File: config.mk
export PLATFORM = sky130hd
export DESIGN_NAME = clk_div_prog
export DESIGN_NICKNAME = d
export VERILOG_FILES = /design/src/rtl/clk_div_prog.sv
export SDC_FILE = /design/constraint.sdc
export NUM_CORES = 1
export LEC_CHECK = 0
export CAP_MARGIN = 20
export CORE_MARGIN = 1
export CORE_UTILIZATION = 35
export CTS_CLUSTER_DIAMETER = 60
export DETAILED_ROUTE_END_ITERATION = 8
export GPL_TIMING_DRIVEN = 0
export PLACE_DENSITY = 0.5
export SYNTH_ARGS = -nofsm -noshare
export SYNTH_HDL_FRONTEND = slang
export SYNTH_SLANG_ARGS = --single-unit
File: constraint.sdc
create_clock -name clk_in -period 6.95 [get_ports clk_in]
set_input_delay 0.695 -clock clk_in [delete_from_list [all_inputs] [get_ports clk_in]]
set_output_delay 0.695 -clock clk_in [all_outputs]
set_load 0.01 [all_outputs]
File: src/rtl/clk_div_prog.sv
// Programmable clock divider.
//
// Divides clk_in by a run-time programmable period with a programmable high
// phase. The low phase comes first in each period. A new configuration is
// staged as "pending" and only takes effect at the next period boundary, so
// the output never produces a truncated or glitched period.
//
// Parameters:
//   WIDTH      - width of the counter and configuration fields
//   DEF_PERIOD - period (clk_in cycles) used out of reset
//   DEF_HIGH   - high-phase length (clk_in cycles) used out of reset
//
// Ports:
//   clk_in      - clock, all state updates on rising edge
//   reset_n     - asynchronous active-low reset
//   enable      - counting advances when high, holds when low
//   load        - single-cycle request to capture period_in/high_in
//   period_in   - requested period, sampled when load=1
//   high_in     - requested high-phase length, sampled when load=1
//   clk_out     - registered divided clock
//   tick        - registered one-cycle pulse at each period start
//   cfg_pending - an accepted configuration awaits the next wrap
//   cfg_err     - registered one-cycle pulse when a load is rejected
module clk_div_prog #(
  parameter int unsigned      WIDTH      = 26,
  parameter logic [WIDTH-1:0] DEF_PERIOD = WIDTH'(500000),
  parameter logic [WIDTH-1:0] DEF_HIGH   = WIDTH'(250000)
) (
  input  logic             clk_in,
  input  logic             reset_n,
  input  logic             enable,
  input  logic             load,
  input  logic [WIDTH-1:0] period_in,
  input  logic [WIDTH-1:0] high_in,
  output logic             clk_out,
  output logic             tick,
  output logic             cfg_pending,
  output logic             cfg_err
);

  localparam logic [WIDTH-1:0] One = WIDTH'(1);
  localparam logic [WIDTH-1:0] Two = WIDTH'(2);

  // Reset-time configuration must itself be a legal configuration.
  if (!((DEF_PERIOD >= Two) && (DEF_HIGH >= One) && (DEF_HIGH < DEF_PERIOD))) begin : g_bad_defaults
    $error("clk_div_prog: DEF_PERIOD/DEF_HIGH do not form a legal configuration");
  end

  logic [WIDTH-1:0] cnt_q, cnt_d;
  logic [WIDTH-1:0] per_a_q, per_a_d;
  logic [WIDTH-1:0] high_a_q, high_a_d;
  logic [WIDTH-1:0] per_p_q, per_p_d;
  logic [WIDTH-1:0] high_p_q, high_p_d;
  logic             pend_q, pend_d;
  logic             clk_out_q, clk_out_d;
  logic             tick_q, tick_d;
  logic             err_q, err_d;

  logic             wrap;
  logic             load_ok;

  // high < period together with high >= 1 keeps per-high in [1, per-1],
  // so the low-phase threshold below cannot underflow.
  assign wrap    = (cnt_q == (per_a_q - One));
  assign load_ok = (period_in >= Two) && (high_in >= One) && (high_in < period_in);

  always_comb begin
    cnt_d    = cnt_q;
    per_a_d  = per_a_q;
    high_a_d = high_a_q;
    per_p_d  = per_p_q;
    high_p_d = high_p_q;
    pend_d   = pend_q;
    tick_d   = 1'b0;
    err_d    = 1'b0;

    if (enable) begin
      cnt_d  = wrap ? '0 : (cnt_q + One);
      tick_d = wrap;
      // Apply the old pending config before a coincident load restages it.
      if (wrap && pend_q) begin
        per_a_d  = per_p_q;
        high_a_d = high_p_q;
        pend_d   = 1'b0;
      end
    end

    // Loads are serviced regardless of enable.
    if (load) begin
      if (load_ok) begin
        per_p_d  = period_in;
        high_p_d = high_in;
        pend_d   = 1'b1;
      end else begin
        err_d = 1'b1;
      end
    end

    // Computed from next-state values so the registered output matches the
    // counter and active configuration in the same cycle.
    clk_out_d = (cnt_d >= (per_a_d - high_a_d));
  end

  always_ff @(posedge clk_in or negedge reset_n) begin
    if (!reset_n) begin
      cnt_q     <= '0;
      per_a_q   <= DEF_PERIOD;
      high_a_q  <= DEF_HIGH;
      per_p_q   <= DEF_PERIOD;
      high_p_q  <= DEF_HIGH;
      pend_q    <= 1'b0;
      clk_out_q <= 1'b0;
      tick_q    <= 1'b0;
      err_q     <= 1'b0;
    end else begin
      cnt_q     <= cnt_d;
      per_a_q   <= per_a_d;
      high_a_q  <= high_a_d;
      per_p_q   <= per_p_d;
      high_p_q  <= high_p_d;
      pend_q    <= pend_d;
      clk_out_q <= clk_out_d;
      tick_q    <= tick_d;
      err_q     <= err_d;
    end
  end

  assign clk_out     = clk_out_q;
  assign tick        = tick_q;
  assign cfg_pending = pend_q;
  assign cfg_err     = err_q;

endmodule
# ---- Word level (Yosys, flattened, before mapping)
# Index checks and enable logic that the tools add are counted.
dict set report word_totals {
  word_cells 34
  register_bits 134
}
dict set report classes {
  order_cmp 4
  n_eq_ne 1
  reduce_logical 4
  mux 13
  addsub 3
}
# op count
set ops {}
lappend ops {{two-way mux 26 bit} 6}
lappend ops {{adder 26 x 1 -> 26 bit (second input constant)} 1}
lappend ops {{== test 26 bit} 1}
lappend ops {{greater-or-equal comparator 26 x 1 -> 1 bit (second input constant)} 1}
lappend ops {{greater-or-equal comparator 26 x 2 -> 1 bit (second input constant)} 1}
lappend ops {{greater-or-equal comparator 26 bit} 1}
lappend ops {{< comparator 26 bit} 1}
lappend ops {{subtractor 26 x 1 -> 26 bit (second input constant)} 1}
lappend ops {{subtractor 26 bit} 1}
lappend ops {{two-way mux 1 bit} 7}
lappend ops {{logical AND 1 bit} 3}
lappend ops {{AND reduction 2 bit} 1}

# ---- Logic depth before layout (Yosys ltp)
dict set report depth {
  word_depth 7
  depth_mapped 33
  ltp_nobuf 31
}

# ---- Least setup slack after synthesis
# Ideal clock, no wire load.
dict set report synth_timing {
  path_kind {register -> register}
  from {register per_a_q[7]}
  to {register clk_out_q, in the netlist clk_out}
  setup_ns 0.128
  path_stages_with_launch 32
  required_time_ns 6.822
  period_less_slack_ns 6.639
  arrival_ns 6.511
  slack_ns 0.311
  path_cell_list {dfrtp_1 > or4_4 > or4_4 > or4_4 > xnor2_2 > nor3_1 > nand4_2 > nor3_2 > buf_6 > buf_8 > mux2i_2 > ha_1 > inv_1 > fa_1 > a21o_1 > a211oi_1 > o21ai_0 > o2111ai_1 > a21oi_1 > a221o_1 > a21oi_1 > xor2_1 > ha_1 > a21o_1 > a21o_1 > a21o_1 > a21oi_1 > nor2b_1 > o21ai_0 > nand2b_1 > a21oi_1 > o21ai_0}
}
dict set report synth_via {
  elab_chain_cells 7
  word_cells_on_any_way 11
  cone_classes {add/sub: 2; order compare: 1; eq/ne: 1; mux: 6; reduce/logical: 1}
}
# item line_no
set synth_lines {}
lappend synth_lines {{start, declared} 50} ;# logic [WIDTH-1:0] per_a_q, per_a_d;
lappend synth_lines {{start signal, assigned} 117} ;# per_a_q <= per_a_d;
lappend synth_lines {{subtractor 26 x 1 -> 26 bit} 64} ;# assign wrap = (cnt_q == (per_a_q - One));
lappend synth_lines {{== test 26 bit} 64}
lappend synth_lines {{logical AND 1 bit} 81} ;# if (wrap && pend_q) begin
lappend synth_lines {{two-way mux 26 bit} 81}
lappend synth_lines {{two-way mux 26 bit} 77} ;# if (enable) begin
lappend synth_lines {{subtractor 26 bit} 101} ;# clk_out_d = (cnt_d >= (per_a_d - high_a_d));
lappend synth_lines {{greater-or-equal comparator 26 bit *} 101}
lappend synth_lines {{via clk_out_d} 55} ;# logic clk_out_q, clk_out_d;
lappend synth_lines {{end signal, assigned} 122} ;# clk_out_q <= clk_out_d;
lappend synth_lines {{end, declared} 55}
# The timed path passes the listed nets; every way through them passes the cells marked *.
# A chain may end at the register's enable or synchronous reset.

# ---- Worst setup path after layout
dict set report layout_timing {
  from {register per_a_q[14]}
  to {register clk_out_q, in the netlist clk_out}
}
# Same word-level chain as after synthesis.

==> metrics.txt <==
cell count after placement 1234; post-synth top area share 0.2976; H-tree depth 4; area grow syn2layout 23.36%; synth warn 0; GR Util All Layers 0.1948; Worst Setup End Kind flop; r2r setup slk 0.31 ns; Synth Flop Type dfrtp_1; 1st-iter DRT viols 293; Mapped Cells 844; largest net degree at the start of global routing 81; Die Ht 161.6 um; vias in the first global route 6682; Reg-to-Reg End clk_out; Netlist cell types 71; post-detailed-route via-to-cell ratio 5.070; fmax 0.1505 GHz; Crit Path Class reg2reg; grt ovf 0; Residual DRC 0; Top Layer Used met4; area leader, netlist dfrtp_1; worst-skew pair later-pin latency 0.43 ns; met1 wire length 12210 um; Top cell by count, worst path a21o_1; # rows 58; metal2 WL 10910 um; # setup viols final 0; Leak 5.054 nW; final cell count without fillers 1289; Final Skew 0.01661 ns; max cap viols 0; Max IR drop VDD 0.0001517 V; post-route ant nets 0; FF/Latch Area 3393 sq um; crit path time final 6.645 ns; initial antenna violation count 0; WL met3 466 um; CTS Buffer Depth 2; Final Cycle Share 0.9561; Placeable Area 25110 sq um; type of origin of the critical path flop; via count 6535; run status finished clean; total wire length 24140 um; Reg clk slew, reported paths 0.06 ns; Crit-path slowest cell or4_4; layout cells sized above 1 0.2815; boundary pin count 60; Multi-input gate area 5356 sq um; crit path launch per_a_q[14]; 1st-pass router iterations 5; Post-Route Setup TNS 0 ns; worst-path maximum fanout 5; port bufs 59; Worst R2R Path Depth 31; Post-DP Area 9945 sq um; TritonCTS Buffers 17; worst setup path end clk_out; max_slew headroom 0.3529; die width 161.6 um; Initial Util 0.3549; WP data required 7.26 ns; CTS tree yes; Slew Limit Fails 0; DIE AREA 26110 sq um; Final Cell Area 10990 sq um; Layout fillers 2477; dpl hpwl 18690 um; first-pass GRT wire length 38310 um; Least-Margin Pin Slew 0.9462 ns; final net count 1081; FF+latch count, synth 134; Worst R2R Start per_a_q[14]; synth top area cells dfrtp_1, ha_1, dfstp_2; clk sink count 134; post-synthesis sequential area ratio 0.3802; EDFF count, synth 0; largest stage delay on the critical path 0.51 ns; CTS Root Cell clkbuf_16; RePlAce Congestion 0.8035; Power Density 206.0 nW/um^2; Mean Syn Cell Area 10.56 sq um; CP arrival 6.95 ns; synthesized area 8912 sq um; Hold Vio Cnt, Final 0; Async SR Flop Fraction 1.000; DR WL/cell 18.73 um; Hold Path Class in2async; ant diodes 0; syn nets 979
layout by cell type (no fill, tap or decap), types with 6 or more instances in the layout:
master | netlist | routed
dfrtp_1 | 106 | 102
ha_1 | 78 | 73
clkdlybuf4s50_1 | 0 | 58
mux2_2 | 56 | 56
nor2_1 | 49 | 49
nand2_1 | 47 | 47
xor2_1 | 45 | 45
inv_1 | 41 | 41
a21oi_1 | 38 | 31
xnor2_1 | 30 | 30
dfstp_2 | 28 | 28
inv_2 | 25 | 25
a21o_1 | 24 | 24
buf_4 | 0 | 23
mux2_4 | 21 | 21
o21ai_0 | 26 | 19
mux2i_2 | 25 | 19
nand2b_1 | 18 | 18
clkbuf_16 | 0 | 17
nor4_1 | 18 | 16
and3_1 | 13 | 13
nor3_1 | 14 | 13
nand4_1 | 13 | 13
nand3_1 | 12 | 12
nor2b_1 | 10 | 9
clkbuf_1 | 8 | 8
o21a_1 | 8 | 8
a21oi_2 | 0 | 7
buf_6 | 6 | 6
mux2i_4 | 0 | 6
area by class of cell:
| type | instances | share of cell area |
|---|---|---|
| Buffer | 16 | 0.01411 |
| Clock buffer | 19 | 0.04029 |
| Clock inverter | 13 | 0.01559 |
| Inverter | 66 | 0.02253 |
| Multi-Input combinational cell | 626 | 0.4872 |
| Sequential cell | 134 | 0.3086 |
| Tap cell | 330 | 0.03756 |
| Timing Repair Buffer | 85 | 0.07409 |
synth_stat cells, drive strengths merged (4+ instances only):
cell type	count
dfstp	28
mux2i	26
nand2	47
nand2b	18
nor3	16
nand4	14
clkbuf	8
dfrtp	106
or4	8
nor2	49
buf	10
o21ai	27
nor4	20
nor2b	10
a21oi	38
xnor2	31
mux2	77
a211oi	4
o211ai	4
and3	13
nand3	12
or3	4
a2111oi	4
xor2	45
ha	78
inv	66
o21a	8
a21o	24
o2111ai	6
registers in the layout, indices dropped and copies added (netlist names):
name and cells:
per_p_q 26, cfg_err 1, tick 1, clk_out 1, high_a_q 26, cnt_q 26
cfg_pending 1, high_p_q 26, per_a_q 26
through the flow:
step / util / total power, mW / setup slack (ns) / hold slack, ns
5_1_grt: 0.4379 / 2.375 / -0.02274 / 0.2852
4_1_cts: 0.4264 / 2.286 / 0.01087 / 0.2619
2_1_floorplan: - / 1.162 / 0.3115 / 0.3994
6_report: 0.4379 / 2.265 / 0.3052 / 0.2466
3_5_place_dp: 0.3961 / 1.313 / -0.7414 / 0.4825
3_3_place_gp: 0.3949 / 1.306 / -0.7236 / 0.4811
power by group:
| part | internal, mW | switching [mW] | total (mW) |
|---|---|---|---|
| logic | 0.190 | 0.180 | 0.370 |
| clock network | 0.579 | 0.378 | 0.957 |
| registers | 0.870 | 0.0682 | 0.938 |
worst max-delay path, delay by kind of cell (launching register included):
family | cells | cell delay, ns
xor+xnor | 2 | 0.24
compound gates | 14 | 2.30
fa+ha+maj | 3 | 0.74
flops | 1 | 0.45
simple gates | 8 | 2.18
buf+inv | 3 | 0.36
mux | 1 | 0.23
layer usage:
layer	GRT usage	vias to the layer above
li1	-	3244
met1	0.2736	3177
met2	0.3041	83
met3	0.02928	31
met4	0.06775	0
met5	0	-
how the worst min path moves through the flow:
stage	start	end	slack (ns)	cells past startpoint
final	reset_n	tick	0.25	1
after floorplan	reset_n	cfg_err	0.40	0
after global routing	reset_n	cnt_q[18]	0.29	1
after detailed placement	high_a_q[0]	high_a_q[0]	0.48	1
after CTS	reset_n	tick	0.26	1
after global placement	high_a_q[2]	high_a_q[2]	0.48	2
kinds of logic after synthesis:
family | after synthesis | share of synthesized area
compound gates | 143 | 0.1066
simple gates | 225 | 0.1369
flops | 134 | 0.3802
fa+ha+maj | 79 | 0.1118
xor+xnor | 76 | 0.07553
mux | 103 | 0.1459
buf+inv | 84 | 0.04324
repair_timing:
action	CTS	global route
buffers inserted	10	15
resized for setup	18	39
hold buffers	0	0
setup endpoints to repair	1	1
cloned	0	0
pin swaps	8	31
No activity file was read; power rests on OpenSTA's default activity.
